File: src/rtl/tcm_pkg.sv
// Shared definitions for the TCM port arbiter: FSM state encodings
// and small helpers for requester-index arithmetic.
package tcm_pkg;

    typedef enum logic [1:0] {
        TCM_IDLE  = 2'd0,
        TCM_ISSUE = 2'd1,
        TCM_WAIT  = 2'd2
    } tcm_state_t;

    // Width of a requester index.
    function automatic int idx_w(input int n);
        return (n > 1) ? $clog2(n) : 1;
    endfunction

    // (p + off) mod n, for p < n and off < n.
    function automatic int rr_wrap(input int p, input int off, input int n);
        int s;
        s = p + off;
        if (s >= n) s = s - n;
        return s;
    endfunction

endpackage

File: src/rtl/tcm_port_arbiter_rr_pick.sv
// Rotate-priority encoder: lowest index >= ptr with req set, wrapping.
// Ports: req (request vector), ptr (start index), valid (any req), idx (winner).
module rr_pick
    import tcm_pkg::*;
#(
    parameter int N_REQ = 4,
    parameter int IW    = idx_w(N_REQ)
) (
    input  logic [N_REQ-1:0] req,
    input  logic [IW-1:0]    ptr,
    output logic             valid,
    output logic [IW-1:0]    idx
);

    // Scan from the farthest offset down so the nearest one wins last.
    always_comb begin
        valid = |req;
        idx   = '0;
        for (int off = N_REQ - 1; off >= 0; off--) begin
            if (req[rr_wrap(int'(ptr), off, N_REQ)]) begin
                idx = IW'(rr_wrap(int'(ptr), off, N_REQ));
            end
        end
    end

endmodule

File: src/rtl/tcm_port_arbiter.sv
// Round-robin arbiter sharing one TCM SRAM port among N_REQ requesters.
// Ports: req/we/be/addr/wdata per requester in, rdata/ready out,
// busy_o, and the SRAM en/we/be/addr/wdata/rdata/ready port.
module tcm_port_arbiter
    import tcm_pkg::*;
#(
    parameter int N_REQ      = 4,
    parameter int DATA_WIDTH = 32,
    parameter int ADDRW      = 10
) (
    input  logic                          clk_i,
    input  logic                          rst_i,
    input  logic [N_REQ-1:0]              req_i,
    input  logic [N_REQ-1:0]              we_i,
    input  logic [N_REQ*DATA_WIDTH/8-1:0] be_i,
    input  logic [N_REQ*ADDRW-1:0]        addr_i,
    input  logic [N_REQ*DATA_WIDTH-1:0]   wdata_i,
    output logic [DATA_WIDTH-1:0]         rdata_o,
    output logic [N_REQ-1:0]              ready_o,
    output logic                          busy_o,
    output logic                          sram_en_o,
    output logic                          sram_we_o,
    output logic [DATA_WIDTH/8-1:0]       sram_be_o,
    output logic [ADDRW-1:0]              sram_addr_o,
    output logic [DATA_WIDTH-1:0]         sram_wdata_o,
    input  logic [DATA_WIDTH-1:0]         sram_rdata_i,
    input  logic                          sram_ready_i
);

    localparam int IW   = idx_w(N_REQ);
    localparam int BE_W = DATA_WIDTH / 8;

    tcm_state_t state;
    tcm_state_t state_nxt;

    logic [IW-1:0]         ptr;
    logic [IW-1:0]         grant;
    logic                  lat_we;
    logic [BE_W-1:0]       lat_be;
    logic [ADDRW-1:0]      lat_addr;
    logic [DATA_WIDTH-1:0] lat_wdata;

    logic          pick_valid;
    logic [IW-1:0] pick_idx;
    logic          take;
    logic          done;

    rr_pick #(
        .N_REQ (N_REQ),
        .IW    (IW)
    ) u_pick (
        .req   (req_i),
        .ptr   (ptr),
        .valid (pick_valid),
        .idx   (pick_idx)
    );

    assign take = (state == TCM_IDLE) && pick_valid;
    assign done = (state == TCM_WAIT) && sram_ready_i;

    // State register
    always_ff @(posedge clk_i) begin
        if (rst_i) state <= TCM_IDLE;
        else       state <= state_nxt;
    end

    // Next-state logic
    always_comb begin
        state_nxt = state;
        unique case (state)
            TCM_IDLE:  if (pick_valid)   state_nxt = TCM_ISSUE;
            TCM_ISSUE:                   state_nxt = TCM_WAIT;
            TCM_WAIT:  if (sram_ready_i) state_nxt = TCM_IDLE;
            default:                     state_nxt = TCM_IDLE;
        endcase
    end

    // Latched request copy and rotating pointer
    always_ff @(posedge clk_i) begin
        if (rst_i) begin
            ptr       <= '0;
            grant     <= '0;
            lat_we    <= 1'b0;
            lat_be    <= '0;
            lat_addr  <= '0;
            lat_wdata <= '0;
        end else begin
            if (take) begin
                grant     <= pick_idx;
                lat_we    <= we_i[pick_idx];
                lat_be    <= be_i[pick_idx*BE_W +: BE_W];
                lat_addr  <= addr_i[pick_idx*ADDRW +: ADDRW];
                lat_wdata <= wdata_i[pick_idx*DATA_WIDTH +: DATA_WIDTH];
            end
            if (done) begin
                if (int'(grant) == N_REQ - 1) ptr <= '0;
                else                          ptr <= grant + 1'b1;
            end
        end
    end

    // Output decode; SRAM fields are zero outside ISSUE.
    // ready_o is suppressed under reset so an aborted access never completes.
    always_comb begin
        busy_o       = (state != TCM_IDLE);
        sram_en_o    = 1'b0;
        sram_we_o    = 1'b0;
        sram_be_o    = '0;
        sram_addr_o  = '0;
        sram_wdata_o = '0;
        ready_o      = '0;
        if (state == TCM_ISSUE) begin
            sram_en_o    = 1'b1;
            sram_we_o    = lat_we;
            sram_be_o    = lat_be;
            sram_addr_o  = lat_addr;
            sram_wdata_o = lat_wdata;
        end
        if (done && !rst_i) ready_o[grant] = 1'b1;
    end

    assign rdata_o = sram_rdata_i;

endmodule
File: config.mk
export PLATFORM = sky130hd
export DESIGN_NAME = tcm_port_arbiter
export DESIGN_NICKNAME = d
export VERILOG_FILES = /design/src/rtl/tcm_pkg.sv /design/src/rtl/tcm_port_arbiter_rr_pick.sv /design/src/rtl/tcm_port_arbiter.sv
export SDC_FILE = /design/constraint.sdc
export NUM_CORES = 1
export LEC_CHECK = 0
export ABC_AREA = 0
export BUFFER_PORTS_ARGS = -buffer_cell sky130_fd_sc_hd__buf_2
export CAP_MARGIN = 20
export CORE_AREA = 2 2 121 123
export DETAILED_ROUTE_END_ITERATION = 10
export DIE_AREA = 0 0 123 125
export HOLD_SLACK_MARGIN = 0.03
export MAX_ROUTING_LAYER = met4
export SLEW_MARGIN = 30
export SYNTH_ARGS = -nofsm -noshare
export SYNTH_HDL_FRONTEND = slang
export SYNTH_SLANG_ARGS = --single-unit
export TNS_END_PERCENT = 1
File: constraint.sdc
create_clock -name clk_i -period 4.25 [get_ports clk_i]
set_clock_uncertainty 0.1 [all_clocks]
set_input_delay 0.2125 -clock clk_i [delete_from_list [all_inputs] [get_ports clk_i]]
set_output_delay 0.2125 -clock clk_i [all_outputs]
set_load 0.01 [all_outputs]
Word level (Yosys, flattened, before mapping)
Index checks and enable logic that the tools add are counted.
{"block": "word_totals", "regBits": 53, "memories": 0, "ramBits": 0, "romBits": 0, "latch_bits": 0, "out_inout_bits": 85, "word_cells": 78}
{"block": "op_classes", "muxes": 34, "shift": 3, "n_reduce_logical": 9, "order_cmp": 11, "div": 0, "multipliers": 1, "addsub": 8, "eq_ne": 5, "n_bitwise": 0}
{"cell": "$mux 32", "count": 5}
{"cell": "$lt 32x4->1 const B", "count": 4}
{"cell": "$shiftx 128x8->32", "count": 1}
{"cell": "$ge 32x4->1 const B", "count": 2}
{"cell": "$sub 32x4->32 const B", "count": 2}
{"cell": "$shiftx 40x7->10", "count": 1}
{"cell": "$shiftx 16x5->4", "count": 1}
{"cell": "$mux 2", "count": 7}
{"cell": "$mux 1", "count": 12}
{"cell": "$bmux 1 s2", "count": 5}
{"cell": "$mux 10", "count": 1}
{"cell": "$mux 4", "count": 2}
{"cell": "$add 2x2->3 const B", "count": 2}
{"cell": "$lt 2x3->1 const B", "count": 2}
{"cell": "$pmux 2 s3", "count": 1}
{"cell": "$mul 2x3->5 const B", "count": 1}
{"cell": "$eq 2x1->1 const B", "count": 2}
{"cell": "$logic_and 1x1->1", "count": 4}
{"cell": "$ne 2x2->1 const B", "count": 2}
{"cell": "$reduce_or 4->1", "count": 1}
{"cell": "$sub 2x3->4 const B", "count": 1}
{"cell": "$sub 3x3->4 const B", "count": 1}
{"cell": "$add 2x1->3 const B", "count": 1}
{"cell": "$ge 2x3->1 const B", "count": 1}
{"cell": "other kinds (9)", "count": 9}

Longest topological paths before layout
Gate-level depths: netlist of the first run.
{"block": "logic_depth", "word_depth": 12, "mapped_depth": 8, "ltp_nobuf": 5}

By module
From an unflattened synthesis of the first run, not the netlist that was laid out.
{"block": "hier_totals", "cells_unflattened": 294, "area_unflattened_um2": 3495.9}
{"mod": "tcm_port_arbiter", "cells_each": 281, "n_inst": 1, "area_per_inst_um2": 3419.5, "seq_area_each_um2": 1061.0}
{"mod": "rr_pick", "cells_each": 13, "n_inst": 1, "area_per_inst_um2": 76.3, "seq_area_each_um2": 0.0}

Worst setup path before layout of the first run
Ideal clock, no wire load.
{"block": "synth_path", "path_type": "reg-to-reg", "start": "reg ptr[1]", "end": "reg lat_addr[4]", "path_stages_with_launch": 7, "required_time_ps": 4012, "n_path_buf": 2, "arrival_time_ps": 1502, "path_slack_ps": 2510, "path_cell_list": "dfxtp_1 > or3b_1 > o221ai_4 > buf_8 > buf_6 > mux2i_1 > o221ai_1"}
{"block": "synth_between", "elab_chain_cells": 12, "elab_cells_between_ends": 33, "classes_between": "add/sub (7); mul (1); order compare (4); shift (1); mux (20)"}
{"item": "start: declaration", "line_no": "tcm_port_arbiter.sv:36", "text": "logic [IW-1:0] ptr;"}
{"item": "start signal: assignment", "line_no": "tcm_port_arbiter.sv:97", "text": "else ptr <= grant + 1'b1;"}
{"item": "parallel branches: the longest is 9 deep, another holds $sub 32x4->32"}
{"item": "$mux 2 (*)", "line_no": "tcm_port_arbiter_rr_pick.sv:20", "text": "if (req[rr_wrap(int'(ptr), off, N_REQ)]) begin"}
{"item": "$mul 2x3->5 (*)", "line_no": "tcm_port_arbiter.sv:92", "text": "lat_addr <= addr_i[pick_idx*ADDRW +: ADDRW];"}
{"item": "$shiftx 40x7->10 (*)", "line_no": "tcm_port_arbiter.sv:92"}
{"item": "end signal: assignment", "line_no": "tcm_port_arbiter.sv:92"}
{"item": "end: declaration", "line_no": "tcm_port_arbiter.sv:40", "text": "logic [ADDRW-1:0] lat_addr;"}
Every way passes the cells marked *. The select of a mux whose other input is x is not followed.
A chain may end at the register's enable or synchronous reset.

Worst setup path in the final report of the first run
{"block": "layout_path", "start": "reg state[1]", "end": "reg lat_addr[1]"}
{"block": "layout_between", "elab_chain_cells": 2}
{"item": "start: declaration", "line_no": "tcm_port_arbiter.sv:33", "text": "tcm_state_t state;"}
{"item": "start signal: assignment", "line_no": "tcm_port_arbiter.sv:64", "text": "else state <= state_nxt;"}
{"item": "$logic_not 2->1", "line_no": "tcm_port_arbiter.sv:58", "text": "assign take = (state == TCM_IDLE) && pick_valid;"}
{"item": "$logic_and 1x1->1", "line_no": "tcm_port_arbiter.sv:58"}
Every way passes these cells.

==> flow_summary.json, run 1 <==
{
  "fin_crit_sh_pct": 56.6,
  "power.total_mw": 1.51,
  "avgSynthCellArea_um2": 9.53,
  "r2r_cells": 4,
  "startpoint": "state[1]$_SDFFE_PP0P_",
  "grtUsageTotal_pct": 14.8,
  "numPortBuffers": 247,
  "wirelength_um": 11800,
  "drive_above_1_share_pct": 45.0,
  "cts_sinks": 53,
  "fp-row-count": 44,
  "critical_path.endpoint_type": "register",
  "worstSetupEndpoint": "lat_addr[1]$_SDFFE_PP0P_",
  "synth_edf_count": 0,
  "fin_util_pct": 35.7,
  "grt_pass1_wl_um": 17700,
  "synth_area_leader_cell": "dfxtp_1",
  "cts_setup_buffers": 0,
  "yosys_most_used_dff": "dfxtp_1",
  "max_slew_margin_pct": 47.4,
  "synth_top_area_share_pct": 27.8,
  "reg2reg_setup_slack_ns": 1.84,
  "area_growth_syn_to_layout_pct": 33.0,
  "fillerInstances": 1475,
  "detail_route.iter0.violations": 91,
  "fmax_mhz": 416,
  "cts-hold-fix-buffers": 0,
  "grt_pass1_vias": 3704,
  "ir_worst_vdd_uv": 146,
  "outcome": "complete, no violations",
  "yosysUniqueCellTypes": 35,
  "async_flop_share_pct": 0,
  "leakagePower_nw": 2.80,
  "synth_seq_area_share_pct": 27.8,
  "required_ns": 4.28,
  "antenna_found_initial": 0,
  "cts_resized": 0,
  "overflow": 0,
  "syn_nets": 631,
  "r2r_end": "lat_addr[1]$_SDFFE_PP0P_",
  "cts_root_buf": "clkbuf_16",
  "synth_warnings": 0,
  "worstPathArrival_ns": 2.44,
  "synth-seq-cells": 53,
  "grt_max_degree": 52,
  "multi_input_area_mm2": 0.00229,
  "dieArea_mm2": 0.0154,
  "critPathMaxFanout": 18,
  "io_pins": 312,
  "ant_nets": 0,
  "critPathKind": "reg2reg",
  "finalHoldViolCount": 0,
  "n_antenna_cell": 0,
  "vias": 3711,
  "hp-class": "in2reg",
  "avgRoutedWirePerCell_um": 15.1,
  "setup_violations": 0,
  "final-seq-area_mm2": 0.00106,
  "max_cap_viol_count": 0,
  "synthTopCellsByArea": "dfxtp_1, mux2i_1, and2_1",
  "worstSkewPairLatency_ns": 0.29,
  "clkTransAtPathRegs_ns": 0.07,
  "nNetsFinal": 826,
  "drc": 0,
  "cts_max_level": 2,
  "final.setup.tns_ns": 0,
  "initial_core_util_pct": 26.8,
  "layout.cells.non_filler": 779,
  "slew_violations": 0,
  "syn-cell-area_mm2": 0.00381,
  "vias_per_cell": 4.76,
  "die_x_um": 123,
  "power.density_mw_per_mm2": 298,
  "hpwlAfterDp_um": 9100,
  "layout_min_cycle_time_ns": 2.41,
  "r2r_start": "state[1]$_SDFFE_PP0P_",
  "syn_inst": 400,
  "cts_tree": "yes",
  "coreArea_mm2": 0.0142,
  "clockBufferDepth": 2,
  "rsz0062_at_grt": "false",
  "cts_made_buffers": 5,
  "tightest_slew_ns": 0.788,
  "die_h_um": 125,
  "drt_first_pass_iters": 4,
  "routabilityCongestion": 0.755,
  "dp.cells": 771,
  "crit_path_start_kind": "register"
}
-- where the power goes --
group	switching, mW	total (mW)	internal, mW
Sequential	0.0345	0.598	0.564
Combinational	0.227	0.452	0.225
Clock	0.184	0.458	0.274
-- worst max-delay path: stages, from the launching register on --
cell and delay [ns]:
dfxtp_1 0.35, or2_0 0.28, nor2_2 0.65, and3_1 0.69, a221oi_1 0.17
-- synth_stat cells (2+ instances only) --
library cell,instances
buf_6,8
ha_1,4
o21ai_1,3
inv_1,3
a21oi_1,3
nor2_2,2
clkbuf_1,18
a221oi_1,15
o21ai_0,11
nor2_1,9
and2_1,52
buf_2,4
dfxtp_1,53
nor3_1,2
o221ai_1,17
a2bb2oi_1,14
mux2i_1,96
nand3b_1,18
buf_4,33
o21bai_1,17
buf_8,2
nor2b_1,3
-- per-stage QoR --
| stage | instance area [µm²] | hold slack [ns] | setup WS (ns) |
|---|---|---|---|
| after floorplan | 3810 | 0.218 | 2.51 |
| after global placement | 4880 | 0.325 | 1.90 |
| after detailed placement | 4880 | 0.325 | 1.85 |
| after CTS | 5040 | 0.0610 | 1.84 |
| after global routing | 5070 | 0.0853 | 1.68 |
| final | 5070 | 0.0628 | 1.84 |
-- cells in the final DEF, fill, tap and decap left out, types with 4 or more instances in the layout --
| cell type | count |
|---|---|
| buf_2 | 247 |
| and2_1 | 52 |
| nor2_1 | 8 |
| o221ai_1 | 17 |
| a2bb2oi_1 | 14 |
| clkbuf_16 | 5 |
| dfxtp_1 | 53 |
| o21ai_0 | 11 |
| mux2i_1 | 96 |
| buf_4 | 4 |
| a221oi_1 | 15 |
| ha_1 | 4 |
| o21bai_1 | 17 |
| nand3b_1 | 18 |
-- state kept, by name, indices dropped and copies added (netlist names) --
signal / count
lat_we: 1
state: 2
lat_addr: 10
lat_be: 4
grant: 2
lat_wdata: 32
ptr: 2
-- final cells by class --
cell class / instances / share of cell area [%]
Clock buffer: 5 / 2.47
Multi-Input combinational cell: 279 / 45.2
Inverter: 3 / 0.222
Clock inverter: 2 / 0.691
Sequential cell: 53 / 20.9
Tap cell: 184 / 4.54
Timing Repair Buffer: 253 / 25.9
-- kinds of logic (layout without fill, tap and decap cells) --
kind of cell               after synthesis  after routing  synth area share (%)
buffers and inverters                   68            263                  12.2
muxes                                   96             96                  25.2
and+or+nand+nor                         95             95                  15.7
AOI/OAI and AO/OA                       84             84                  17.7
adders and majority gates                4              4                  1.31
DFF                                     53             53                  27.8
-- worst min-delay path by stage --
stage	startpoint	to	slack [ns]	cells after the start
after floorplan	rst_i	state[0]$_SDFFE_PP0P_	0.22	1
after global placement	sram_rdata_i[13]	rdata_o[13]	0.33	0
after detailed placement	sram_rdata_i[13]	rdata_o[13]	0.33	0
after CTS	rst_i	state[0]$_SDFFE_PP0P_	0.06	2
after global routing	rst_i	state[0]$_SDFFE_PP0P_	0.09	2
final	rst_i	state[0]$_SDFFE_PP0P_	0.06	2
-- layer usage --
layer	track usage (%)	vias up	share of wire, %
li1	-	1820	-
met1	16.5	1676	41
met2	26.6	194	49
met3	2.60	21	8.1
met4	4.14	0	1.7
met5	-	-	0
Note: power is estimated with default switching activity, not from simulation.
==> run 2: changes to the inputs <==
- clock period: 4.25 -> 2.2 ns (I/O delays scaled with it)
==> run 2 against run 1 <==
Compared with the run above:
- sequential share of layout area fell by 2.0 points
- global-route usage grew 1.3 points
- combinational power increased by 110%
- first-iteration DRC count grew 27%
- total power rose by 93%
- critical path depth rose by 2
- die area stayed put
- cell area grew 10%
- fmax is 20% higher
- register-to-register slack worse by 1.7 ns
- largest power group unchanged
==> flow_summary.json, run 2 (same netlist as run 1, synthesis figures left out) <==
{
  "outcome": "complete, no violations",
  "cts_sinks": 53,
  "drt_first_pass_iters": 5,
  "drive_above_1_share_pct": 41.8,
  "worstSkewPairLatency_ns": 0.29,
  "overflow": 0,
  "hpwlAfterDp_um": 9060,
  "required_ns": 2.28,
  "layout_commonest_cell": "buf_2",
  "avgRoutedWirePerCell_um": 14.9,
  "reg2reg_setup_slack_ns": 0.19,
  "detail_route.iter0.violations": 116,
  "grtUsageTotal_pct": 16.1,
  "die_h_um": 125,
  "cts_max_level": 2,
  "dpl-instance-area_mm2": 0.00495,
  "grt_pass1_wl_um": 19100,
  "critPathMaxFanout": 47,
  "cts_made_buffers": 5,
  "grt_pass1_vias": 4000,
  "max_cap_viol_count": 0,
  "n_antenna_cell": 0,
  "hold_end": "lat_be[1]$_SDFFE_PP0P_",
  "vias": 3972,
  "rsz0062_at_grt": "false",
  "largest_register": "lat_wdata",
  "cts_root_buf": "clkbuf_16",
  "power.density_mw_per_mm2": 521,
  "leakagePower_nw": 3.03,
  "hold_depth": 3,
  "r2r_cells": 6,
  "wirelength_um": 12500,
  "grt_max_degree": 50,
  "hp-class": "in2reg",
  "worstPathArrival_ns": 2.09,
  "initial_core_util_pct": 26.8,
  "finalHoldViolCount": 0,
  "dp.cells": 777,
  "area_growth_syn_to_layout_pct": 46.8,
  "cts_setup_buffers": 0,
  "fp-row-count": 44,
  "layout.cells.non_filler": 834,
  "fin_area_mm2": 0.00560,
  "nNetsFinal": 881,
  "antenna_found_initial": 0,
  "ant_nets": 0,
  "cts_resized": 0,
  "r2r_start": "ptr[1]$_SDFFE_PP0N_",
  "vias_per_cell": 4.76,
  "critical_path.endpoint_type": "register",
  "fin_crit_sh_pct": 91.2,
  "r2r_end": "lat_addr[0]$_SDFFE_PP0P_",
  "layout_common_cells": "buf_2, mux2i_1, dfxtp_1",
  "critPathKind": "reg2reg",
  "die_x_um": 123,
  "power.total_mw": 2.91,
  "ir_worst_vdd_uv": 291,
  "critPathSlowestCell": "or3b_1",
  "clkTransAtPathRegs_ns": 0.07,
  "fillerInstances": 1410,
  "hold_start": "be_i[5]",
  "layout_min_cycle_time_ns": 2.01,
  "numPortBuffers": 247,
  "largestRegisters": "lat_wdata x32, lat_addr x10, lat_be x4",
  "max_stage_delay_ns": 0.43,
  "max_slew_margin_pct": 55.3,
  "slew_violations": 0,
  "cts_tree": "yes",
  "clockBufferDepth": 2,
  "setup_violations": 0,
  "crit_path_start_kind": "register",
  "io_pins": 312,
  "routabilityCongestion": 0.774,
  "coreArea_mm2": 0.0142,
  "drc": 0,
  "tightest_slew_ns": 0.670,
  "path_cells": "or3b_1, o221ai_4, buf_12, mux2i_1, a2bb2oi_1, o21ai_0",
  "largest_reg_flops": 32,
  "startpoint": "ptr[1]$_SDFFE_PP0N_",
  "final.setup.tns_ns": 0,
  "fmax_mhz": 498,
  "dieArea_mm2": 0.0154
}
-- run 2: cell types whose count changed in the layout (fill, tap and decap cells not counted) --
| cell | change |
|---|---|
| bufinv_16 | -1 |
| buf_16 | -1 |
| dlygate4sd3_1 | +50 |
| clkbuf_1 | +1 |
| buf_4 | +4 |
| buf_12 | +2 |
| clkbuf_8 | +1 |
| clkinv_2 | -1 |
-- run 2: through the flow --
step,hold WS [ns],setup WS [ns],util [%]
floorplan,0.115,0.460,-
global placement,0.120,0.252,34.8
detailed placement,0.120,0.199,34.9
CTS,0.0304,0.183,39.4
global route,0.0464,0.0534,39.4
finish,0.0325,0.194,39.4
-- run 2: worst max path at each step --
stage / end / slack (ns)
4_1_cts: lat_wdata[24]$_SDFFE_PP0P_ / 0.18
3_3_place_gp: lat_be[1]$_SDFFE_PP0P_ / 0.25
2_1_floorplan: lat_addr[4]$_SDFFE_PP0P_ / 0.46
5_1_grt: lat_addr[0]$_SDFFE_PP0P_ / 0.05
3_5_place_dp: lat_wdata[24]$_SDFFE_PP0P_ / 0.20
6_report: lat_addr[0]$_SDFFE_PP0P_ / 0.19
-- run 2: final cells by class --
cell class	count	area (µm²)	area share, %
Sequential cell	53	1060	19.0
Multi-Input combinational cell	279	2290	41.0
Timing Repair Buffer	308	1860	33.2
Inverter	3	11.3	0.201
Clock buffer	7	143	2.55
Tap cell	184	230	4.11
-- run 2: power by group --
part	total (mW)	leakage (nW)	internal (mW)	switching, mW
combinational	0.967	2.52	0.507	0.459
sequential	1.15	0.439	1.09	0.0609
clock	0.797	0.0700	0.448	0.349
total	2.91	3.03	2.04	0.869
-- run 2: metal layers --
layer  track usage, %  vias to the layer above  part of all wire (%)  routed length [µm]
li1                 -                     1941                     -                   -
met1             16.8                     1816                    38                4800
met2             29.6                      195                    52                6440
met3             3.56                       20                   8.4                1050
met4             4.81                        0                   1.4                 175
met5                -                        -                     0                   0
-- run 2: worst max-delay path, delay by kind of cell (launching register included) --
family	cells	cell delay, ns
compound gates	3	0.37
buf+inv	1	0.31
flops	1	0.36
mux	1	0.26
simple gates	1	0.43
-- run 2: timing repair --
item                                   CTS  global route
hold buffers                            50             0
setup endpoints to repair                0             0
endpoints found under the hold margin   25             0
==> run 3: changes to the inputs <==
==> constraint.sdc (replaced) <==
create_clock -name clk_i -period 2.2 [get_ports clk_i]
set_clock_uncertainty 0.1 [all_clocks]
set_input_delay 0 -clock clk_i [delete_from_list [all_inputs] [get_ports clk_i]]
set_output_delay 0 -clock clk_i [all_outputs]
set_load 0.01 [all_outputs]
==> run 3 against run 2 <==
Compared with the run above:
- the flow now stops in clock tree synthesis
- synthesized cell count did not move
- synthesized area did not move
==> flow_summary.json, run 3 <==
{
  "hpwlAfterDp_um": 9160,
  "die_x_um": 123,
  "fp-row-count": 44,
  "synth_area_leader_cell": "dfxtp_1",
  "cts_root_buf": "clkbuf_16",
  "synth-seq-cells": 53,
  "cts_max_level": 2,
  "syn_inst": 400,
  "clockBufferDepth": 2,
  "cts-hold-fix-buffers": 158,
  "synth_warnings": 0,
  "firstError": "[ERROR RSZ-0060] Max buffer count reached.",
  "io_pins": 312,
  "synthMostInstantiatedCell": "mux2i_1",
  "haltStage": "clock tree synthesis",
  "initial_core_util_pct": 26.8,
  "synth_top_area_share_pct": 27.8,
  "die_h_um": 125,
  "numPortBuffers": 247,
  "pre_cts_ws_ns": 0.181,
  "outcome": "did not finish",
  "syn-cell-area_mm2": 0.00381,
  "cts_made_buffers": 5,
  "cts_resized": 0,
  "synth_seq_area_share_pct": 27.8,
  "synthTopCellsByArea": "dfxtp_1, mux2i_1, and2_1",
  "yosysUniqueCellTypes": 35,
  "avgSynthCellArea_um2": 9.53,
  "dpl-instance-area_mm2": 0.00495,
  "async_flop_share_pct": 0,
  "syn_nets": 631,
  "routabilityCongestion": 0.763,
  "yosys_most_used_dff": "dfxtp_1",
  "synth_edf_count": 0,
  "cts_setup_buffers": 0,
  "ys_top_cells_by_count": "mux2i_1, dfxtp_1, and2_1",
  "cts_sinks": 53
}
[run 3: cell counts after synthesis]
No cell type changed its count.
[run 3: metrics by stage]
stage          instances  util, %
2_1_floorplan        400        -
3_3_place_gp         777     34.8
3_5_place_dp         777     34.9
[run 3: cell families after synthesis]
kind of cell / share of synthesized area [%]
AOI/OAI and AO/OA: 17.7
adders and majority gates: 1.31
buffers and inverters: 12.2
DFF: 27.8
muxes: 25.2
and+or+nand+nor: 15.7
==> run 4: changes to the inputs <==
- CORE_AREA: 2 2 121 123 -> unset
- CORE_UTILIZATION: unset -> 20
- DIE_AREA: 0 0 123 125 -> unset
- HOLD_SLACK_MARGIN: 0.03 -> unset
- MAX_ROUTING_LAYER: met4 -> unset
- PLACE_DENSITY_LB_ADDON: unset -> 0.15
- clock period: 2.2 -> 2.9 ns (I/O delays scaled with it)
==> run 4 against run 3 <==
Compared with the run above:
- synthesized area is the same
- synthesized cell count unchanged
- the run again fails in clock tree synthesis
==> flow_summary.json, run 4 <==
{
  "io_pins": 312,
  "syn_inst": 400,
  "yosys_most_used_dff": "dfxtp_1",
  "cts_made_buffers": 5,
  "avgSynthCellArea_um2": 9.53,
  "outcome": "did not finish",
  "haltStage": "clock tree synthesis",
  "initial_core_util_pct": 20.4,
  "die_h_um": 140,
  "cts_root_buf": "clkbuf_16",
  "cts_resized": 0,
  "synth_area_leader_cell": "dfxtp_1",
  "synthMostInstantiatedCell": "mux2i_1",
  "firstError": "[ERROR RSZ-0060] Max buffer count reached.",
  "cts_sinks": 53,
  "cts_setup_buffers": 0,
  "synth_warnings": 0,
  "cts_max_level": 2,
  "numPortBuffers": 247,
  "hpwlAfterDp_um": 9420,
  "synth_top_area_share_pct": 27.8,
  "async_flop_share_pct": 0,
  "die_x_um": 140,
  "synth_seq_area_share_pct": 27.8,
  "fp-row-count": 50,
  "routabilityCongestion": 0.766,
  "ys_top_cells_by_count": "mux2i_1, dfxtp_1, and2_1",
  "synth_edf_count": 0,
  "clockBufferDepth": 2,
  "syn-cell-area_mm2": 0.00381,
  "cts-hold-fix-buffers": 167,
  "syn_nets": 631,
  "synth-seq-cells": 53,
  "yosysUniqueCellTypes": 35,
  "synthTopCellsByArea": "dfxtp_1, mux2i_1, and2_1"
}
run 4: cell counts after synthesis:
No cell type changed its count.
run 4: logic make-up after synthesis:
logic type | synth area share (%)
AO/OA/AOI/OAI | 17.7
adder cells (fa/ha/maj) | 1.31
buffers and inverters | 12.2
flip-flops | 27.8
multiplexers | 25.2
AND/OR/NAND/NOR | 15.7
run 4: metrics by stage:
step	hold slack [ns]	setup slack, ns	instance area [µm²]	utilization [%]	std cells
3_5_place_dp	-0.0999	0.646	4980	26.6	824
3_3_place_gp	-0.0999	0.740	4980	26.6	824
2_1_floorplan	-0.00823	1.16	3810	-	400
